$ cat src/rtl/bidir_buffer_ctrl.sv
// CE/SR sequencer for an 8-bit bidirectional buffer with turnaround dead time.
// Optional build macro BIDIR_CTRL_STATS_EN adds saturating TX/RX/turnaround counters.
module bidir_buffer_ctrl #(
    parameter int unsigned TURN_CYC = 2,
    parameter int unsigned HOLD_CYC = 1
) (
    input  logic       CLK,
    input  logic       RST,
    input  logic       TX_REQ,
    input  logic [7:0] TX_DATA,
    input  logic       RX_REQ,
    input  logic [7:0] AOUT_IN,
    output logic       CE,
    output logic       SR,
    output logic [7:0] A_DRV,
    output logic [7:0] RX_DATA,
    output logic       RX_VALID,
    output logic       TX_DONE,
    output logic       BUSY
`ifdef BIDIR_CTRL_STATS_EN
    ,
    output logic [7:0] TX_COUNT,
    output logic [7:0] RX_COUNT,
    output logic [7:0] TURN_COUNT
`endif
);

    typedef enum logic [1:0] {
        ST_IDLE = 2'd0,
        ST_TURN = 2'd1,
        ST_XFER = 2'd2,
        ST_DONE = 2'd3
    } state_e;

    localparam logic [3:0] TURN_LAST = 4'(TURN_CYC - 1);
    localparam logic [3:0] HOLD_LAST = 4'(HOLD_CYC - 1);

    state_e     state_q, state_d;
    logic       dir_q, dir_d;
    logic       is_tx_q, is_tx_d;
    logic [7:0] tx_byte_q, tx_byte_d;
    logic [3:0] cnt_q, cnt_d;
    logic       sr_q, sr_d;
    logic       ce_q, ce_d;
    logic [7:0] a_drv_q, a_drv_d;
    logic [7:0] rx_data_q, rx_data_d;
    logic       rx_valid_q, rx_valid_d;
    logic       tx_done_q, tx_done_d;
    logic       busy_q, busy_d;
    logic       take_tx_s;

    // Arbitration: with both requests pending, the one matching DIR avoids a turnaround.
    always_comb begin
        take_tx_s = TX_REQ && (!RX_REQ || dir_q);
    end

    // Next-state and registered-output computation.
    always_comb begin
        state_d   = state_q;
        dir_d     = dir_q;
        is_tx_d   = is_tx_q;
        tx_byte_d = tx_byte_q;
        cnt_d     = cnt_q;
        sr_d      = sr_q;
        rx_data_d = rx_data_q;

        case (state_q)
            ST_IDLE: begin
                if (TX_REQ || RX_REQ) begin
                    is_tx_d = take_tx_s;
                    cnt_d   = 4'd0;
                    if (take_tx_s) begin
                        tx_byte_d = TX_DATA;
                    end else begin
                        tx_byte_d = tx_byte_q;
                    end
                    if (take_tx_s != dir_q) begin
                        state_d = ST_TURN;
                        sr_d    = take_tx_s;
                    end else begin
                        state_d = ST_XFER;
                    end
                end else begin
                    state_d = ST_IDLE;
                end
            end
            ST_TURN: begin
                if (cnt_q == TURN_LAST) begin
                    state_d = ST_XFER;
                    cnt_d   = 4'd0;
                    dir_d   = is_tx_q;
                end else begin
                    cnt_d = cnt_q + 4'd1;
                end
            end
            ST_XFER: begin
                if (cnt_q == HOLD_LAST) begin
                    state_d = ST_DONE;
                    cnt_d   = 4'd0;
                    if (!is_tx_q) begin
                        rx_data_d = AOUT_IN;
                    end else begin
                        rx_data_d = rx_data_q;
                    end
                end else begin
                    cnt_d = cnt_q + 4'd1;
                end
            end
            ST_DONE: begin
                state_d = ST_IDLE;
            end
            default: begin
                state_d = ST_IDLE;
                cnt_d   = 4'd0;
            end
        endcase

        // Outputs are derived from the next state so they line up with it after the edge.
        ce_d       = (state_d == ST_XFER);
        if ((state_d == ST_XFER) && is_tx_d) begin
            a_drv_d = tx_byte_d;
        end else begin
            a_drv_d = 8'h00;
        end
        busy_d     = (state_d != ST_IDLE);
        tx_done_d  = (state_d == ST_DONE) && is_tx_q;
        rx_valid_d = (state_d == ST_DONE) && !is_tx_q;
    end

    // State and output registers with synchronous reset.
    always_ff @(posedge CLK) begin
        if (RST) begin
            state_q    <= ST_IDLE;
            dir_q      <= 1'b0;
            is_tx_q    <= 1'b0;
            tx_byte_q  <= 8'h00;
            cnt_q      <= 4'd0;
            sr_q       <= 1'b0;
            ce_q       <= 1'b0;
            a_drv_q    <= 8'h00;
            rx_data_q  <= 8'h00;
            rx_valid_q <= 1'b0;
            tx_done_q  <= 1'b0;
            busy_q     <= 1'b0;
        end else begin
            state_q    <= state_d;
            dir_q      <= dir_d;
            is_tx_q    <= is_tx_d;
            tx_byte_q  <= tx_byte_d;
            cnt_q      <= cnt_d;
            sr_q       <= sr_d;
            ce_q       <= ce_d;
            a_drv_q    <= a_drv_d;
            rx_data_q  <= rx_data_d;
            rx_valid_q <= rx_valid_d;
            tx_done_q  <= tx_done_d;
            busy_q     <= busy_d;
        end
    end

    assign CE       = ce_q;
    assign SR       = sr_q;
    assign A_DRV    = a_drv_q;
    assign RX_DATA  = rx_data_q;
    assign RX_VALID = rx_valid_q;
    assign TX_DONE  = tx_done_q;
    assign BUSY     = busy_q;

`ifdef BIDIR_CTRL_STATS_EN
    logic [7:0] tx_count_q, tx_count_d;
    logic [7:0] rx_count_q, rx_count_d;
    logic [7:0] turn_count_q, turn_count_d;

    // Saturating event counters, updated on the same edge that raises the matching pulse.
    always_comb begin
        tx_count_d   = tx_count_q;
        rx_count_d   = rx_count_q;
        turn_count_d = turn_count_q;
        if (tx_done_d && (tx_count_q != 8'hFF)) begin
            tx_count_d = tx_count_q + 8'd1;
        end else begin
            tx_count_d = tx_count_q;
        end
        if (rx_valid_d && (rx_count_q != 8'hFF)) begin
            rx_count_d = rx_count_q + 8'd1;
        end else begin
            rx_count_d = rx_count_q;
        end
        if ((state_d == ST_TURN) && (state_q == ST_IDLE) && (turn_count_q != 8'hFF)) begin
            turn_count_d = turn_count_q + 8'd1;
        end else begin
            turn_count_d = turn_count_q;
        end
    end

    // Counter registers.
    always_ff @(posedge CLK) begin
        if (RST) begin
            tx_count_q   <= 8'h00;
            rx_count_q   <= 8'h00;
            turn_count_q <= 8'h00;
        end else begin
            tx_count_q   <= tx_count_d;
            rx_count_q   <= rx_count_d;
            turn_count_q <= turn_count_d;
        end
    end

    assign TX_COUNT   = tx_count_q;
    assign RX_COUNT   = rx_count_q;
    assign TURN_COUNT = turn_count_q;
`endif

endmodule

$ cat config.mk
export PLATFORM = sky130hd
export DESIGN_NAME = bidir_buffer_ctrl
export DESIGN_NICKNAME = d
export VERILOG_FILES = /design/src/rtl/bidir_buffer_ctrl.sv
export SDC_FILE = /design/constraint.sdc
export NUM_CORES = 1
export LEC_CHECK = 0
export CAP_MARGIN = 20
export CORE_ASPECT_RATIO = 1.1
export CORE_MARGIN = 2
export CORE_UTILIZATION = 35
export DETAILED_ROUTE_END_ITERATION = 16
export PLACE_DENSITY = 0.72
export SYNTH_ARGS = -nofsm -noshare
export SYNTH_HDL_FRONTEND = slang
export SYNTH_SLANG_ARGS = --single-unit
$ cat constraint.sdc
create_clock -name CLK -period 3.8 [get_ports CLK]
set_input_delay 0.76 -clock CLK [delete_from_list [all_inputs] [get_ports CLK]]
set_output_delay 0.76 -clock CLK [all_outputs]
set_load 0.02 [all_outputs]
### After elaboration in Yosys (flattened, before gate mapping)

Cells that the tools add are included.

| storage, ports and cells | value |
|---|---|
| register bits | 37 |
| word-level logic and storage cells | 54 |

| cells by class | value |
|---|---|
| multiplexer cells | 14 |
| add/sub/neg operators | 1 |
| reduce and logical (&&, ||, !) cells | 17 |
| equal/unequal tests | 8 |
| bitwise operators | 2 |

Operator list:

| operator | count |
|---|---|
| 8-bit two-way mux | 3 |
| 4-bit two-way mux | 3 |
| 4-bit one-hot mux with 3 select lines | 1 |
| 2-bit == test, second input constant | 4 |
| 2-bit two-way mux | 4 |
| 2-bit one-hot mux with 4 select lines | 1 |
| 3-bit AND reduction | 2 |
| 4-bit by 1-bit adder with 4-bit output, second input constant | 1 |
| 4-bit by 1-bit == test with 1-bit output, second input constant | 1 |
| 1-bit logical AND | 4 |
| 4-bit zero test | 1 |
| 2-bit AND reduction | 2 |
| 3-bit nonzero test | 1 |
| 2-bit by 1-bit == test with 1-bit output, second input constant | 1 |
| 1-bit zero test | 2 |
| 2-bit zero test | 1 |
| 1-bit logical OR | 2 |
| 1-bit two-way mux | 2 |
| 2-bit != test, second input constant | 1 |
| 1-bit NOT | 2 |
| 2-bit nonzero test | 1 |
| 2-bit OR reduction | 1 |
| 1-bit != test | 1 |

### Logic depth before layout (Yosys ltp)

| depth | value |
|---|---|
| depth after elaboration | 11 |
| gate-level depth with buffers | 7 |

### Least setup slack after synthesis

OpenSTA, ideal clock, no wires.

| path | value |
|---|---|
| path type | input to register |
| from | input RX_REQ |
| to | register a_drv_q[0], in the netlist A_DRV[0] |
| library setup time | 0.073 ns |
| arrival time | 1.604 ns |
| path slack | 2.123 ns |
| stages | 5 |
| data required time | 3.727 ns |
| cells stage by stage | nand2b_1 -> nand3_1 -> buf_2 -> a211o_4 -> nor3_2 |

| between the ends | value |
|---|---|
| cells in the longest elaborated chain, start to end | 11 |
| elaborated cells between the ends (all ways) | 17 |
| classes of those cells | 2 x eq/ne; 8 x mux; 1 x bitwise; 6 x reduce/logical |

Ends and longest elaborated chain:

| item | line | RTL |
|---|---|---|
| from (decl) | 11 | `input logic RX_REQ,` |
| 1-bit zero test | 54 | `take_tx_s = TX_REQ && (!RX_REQ \|\| dir_q);` |
| 1-bit logical OR | 54 |  |
| 1-bit logical AND | 54 |  |
| 1-bit != test | 77 | `if (take_tx_s != dir_q) begin` |
| 2-bit two-way mux | 77 |  |
| 2-bit two-way mux | 69 | `if (TX_REQ \|\| RX_REQ) begin` |
| 2-bit one-hot mux with 4 select lines | 67 | `case (state_q)` |
| 2-bit == test | 120 | `if ((state_d == ST_XFER) && is_tx_d) begin` |
| 1-bit logical AND | 120 |  |
| 1-bit NOT (no line) | - |  |
| 2-bit OR reduction (no line) | - |  |
| to (signal assigned) | 153 | `a_drv_q <= a_drv_d;` |
| to (decl) | 45 | `logic [7:0] a_drv_q, a_drv_d;` |

Parallel ways exist; a longest one is shown, timed or not.
A chain may end at the register's enable or synchronous reset.

### Final worst setup path

| path | value |
|---|---|
| from | input RX_REQ |
| to | register a_drv_q[3], in the netlist A_DRV[3] |

Same word-level chain as after synthesis.

==> metrics.txt <==
wire length per cell=12.6 µm; layout cells sized above 1=0.113; clk buf depth=2; # clock sinks=37; Chip Width=67.3 µm; Worst setup EP type=flop; number of buffers created by CTS=5; met2 usage=0.222; final wirelength=3.12 mm; power per cell area=467 mW/mm²; clock period minus worst slack=2.35 ns; worst reg2reg setup slack=1.61 ns; Seq cells post-synth=37; critical path's slowest cell=a211o_4; outcome=complete, no violations; max_cap viols=0; area leader, netlist=dfxtp_1; Die Span Y=73.7 µm; Worst setup SP type=input port; TritonCTS clock tree=built; # hold bufs at CTS=0; area delta synth->final=37.8%; most common cell after layout, fill and taps aside=clkdlybuf4s50_1; fmax=0.425 GHz; busiest layer in global routing=met2; gr usage total=0.137; final period utilization=0.619; distinct cell type count of the synthesized netlist=33; Residual DRC=0; syn nets=179; worst hold path class=reg2reg; pins over their slew limit=0; # IOs=41; # port buffers=40; met3 usage=0.0337; final critical-path setup slack=1.45 ns; sw power=0.241 mW; First DRT Iteration DRCs=95; DRT Pass-1 Iters=4; row cnt=25; Ant. Diodes=0; cell area after synthesis=0.00154 mm²; Seq/Total Area, Yosys=0.480; RSZ-0062 raised after global routing=false; commonest non-fill, non-tap cells in the layout=40 x clkdlybuf4s50_1, 37 x dfxtp_1, 22 x nor2_1, 18 x mux2i_1; Layout Skew=0.00524 ns; Reg clk slew, reported paths=0.07 ns; via count=1,192; quantity of gates resized following cts=0; Comb power frac=0.175; crit-path cells=clkdlybuf4s50_1 > nand2b_1 > nand3_1 > a211o_4 > nor3_2; Hold Path Depth=2; Sequential Power Share=0.425; GR Layer Usage met1=0.171; Via density=4.81; setup bufs post-CTS=0; Critical Path RT=4.01 ns; total gr overflow=0; Cell Int Power=0.752 mW; Core ar.=0.00429 mm²; cell count after synthesis=151; WHS=0.494 ns; first-pass GRT wire length=5.06 mm; headroom to the max-slew limit=0.583; largest net degree at the start of global routing=18; dpl hpwl=2.34 mm; Hold EP=RX_DATA[1]$_SDFFE_PP0P_; CP Launch Point=RX_REQ; Clock Power Share=0.400; Max FO, Critical Path=10; vias in the first global route=1,083; Final setup viols=0; reg-to-reg critical path startpoint=state_q[0]$_SDFF_PP0_; Skew-Pair Late Insertion Delay=0.28 ns; Crit Path Category=in2reg; Mean Syn Cell Area=10.2 µm²; final net count=221; CP peak stage delay=0.56 ns; VDD IR max=259 µV; die area=0.00496 mm²; Hold Fails Final Rpt=0; initial antenna violation count=0; FF-to-FF End=A_DRV[3]$_SDFF_PP0_; Root Driver=clkbuf_8; Routed Antenna Nets=0; Ys Warns=0; depth of the worst register-to-register path=5; sw frac=0.243; hold_sp=RX_DATA[1]$_SDFFE_PP0P_; gpl congestion=0.821; Least-Margin Pin Slew=0.624 ns; top-area cell type share of the netlist area=0.480; setup TNS=0 ns; pre-CTS setup slack=1.16 ns; CTS HTree Levels=2; Initial Util=0.360; CP arrival=2.56 ns; Leak Pwr=0.820 nW; largest cells by area after synthesis=dfxtp_1 48%, mux2i_1 12%, ha_1 6.5%, nor2_1 5.3%, nor3_2 5.2%
-- cell families after synthesis --
group	synth area share
multiplexers	0.117
AO/OA/AOI/OAI	0.0899
buffers and inverters	0.0292
AND/OR/NAND/NOR	0.220
adder cells (fa/ha/maj)	0.0648
flip-flops	0.480
-- how the worst max path moves through the flow --
stage | to | slack [ns] | cells after the start
2_1_floorplan | A_DRV[0]$_SDFF_PP0_ | 2.12 | 5
6_report | A_DRV[3]$_SDFF_PP0_ | 1.45 | 5
3_5_place_dp | A_DRV[6]$_SDFF_PP0_ | 1.16 | 5
4_1_cts | A_DRV[3]$_SDFF_PP0_ | 1.45 | 5
5_1_grt | A_DRV[6]$_SDFF_PP0_ | 1.34 | 5
3_3_place_gp | A_DRV[3]$_SDFF_PP0_ | 1.21 | 5
-- cells in the mapped netlist (all sizes together) --
cell	instances
o21ai	1
or3b	1
o22ai	1
inv	5
nand2	7
or3	1
and4bb	1
nor3b	1
nand3	6
ha	8
nand2b	3
o2bb2ai	1
buf	3
or2	1
nor2	22
o21bai	2
a21oi	7
o211ai	1
nor3	10
mux2i	18
nand3b	1
clkbuf	3
a31oi	4
dfxtp	37
nand4b	1
and4b	1
and3	1
a211o	2
nor4	1
-- power by group through the flow --
stage	Clock (mW)	Sequential [mW]	Combinational, mW
6_report	0.397	0.422	0.174
5_1_grt	0.422	0.425	0.191
4_1_cts	0.406	0.422	0.176
3_5_place_dp	0	0.431	0.175
3_3_place_gp	0	0.430	0.173
2_1_floorplan	0	0.446	0.0932
-- through the flow --
step	total power, mW	cell area [µm²]	utilization	cells
after floorplan	0.539	1540	-	151
after global placement	0.604	1990	0.465	240
after detailed placement	0.606	1990	0.465	240
after CTS	1.00	2130	0.496	248
after global routing	1.04	2130	0.496	248
final	0.993	2130	0.496	248
-- layer usage --
layer,share of wire,wire (µm),vias up
met3,0.036,111,4
met5,0,0,-
met2,0.50,1570,22
li1,-,-,604
met1,0.45,1400,562
met4,0.014,44,0
-- sequential cells by signal, indices dropped and copies added (netlist names) --
name	cells
cnt_q	4
state_q	2
BUSY	1
RX_VALID	1
CE	1
tx_byte_q	8
SR	1
RX_DATA	8
is_tx_q	1
TX_DONE	1
dir_q	1
A_DRV	8
-- critical path: cells and delay by family --
| kind | cells | cell delay [ns] |
|---|---|---|
| and+or+nand+nor | 3 | 0.74 |
| AOI/OAI and AO/OA | 1 | 0.56 |
| buffers and inverters | 1 | 0.50 |
-- cell type report --
type | count | area (µm²)
Multi-Input combinational cell | 103 | 758
Fill cell | 396 | 2160
Clock inverter | 3 | 65.1
Timing Repair Buffer | 41 | 408
Clock buffer | 5 | 68.8
Tap cell | 54 | 67.6
Inverter | 5 | 18.8
Sequential cell | 37 | 741
Note: power is estimated with default switching activity, not from simulation.
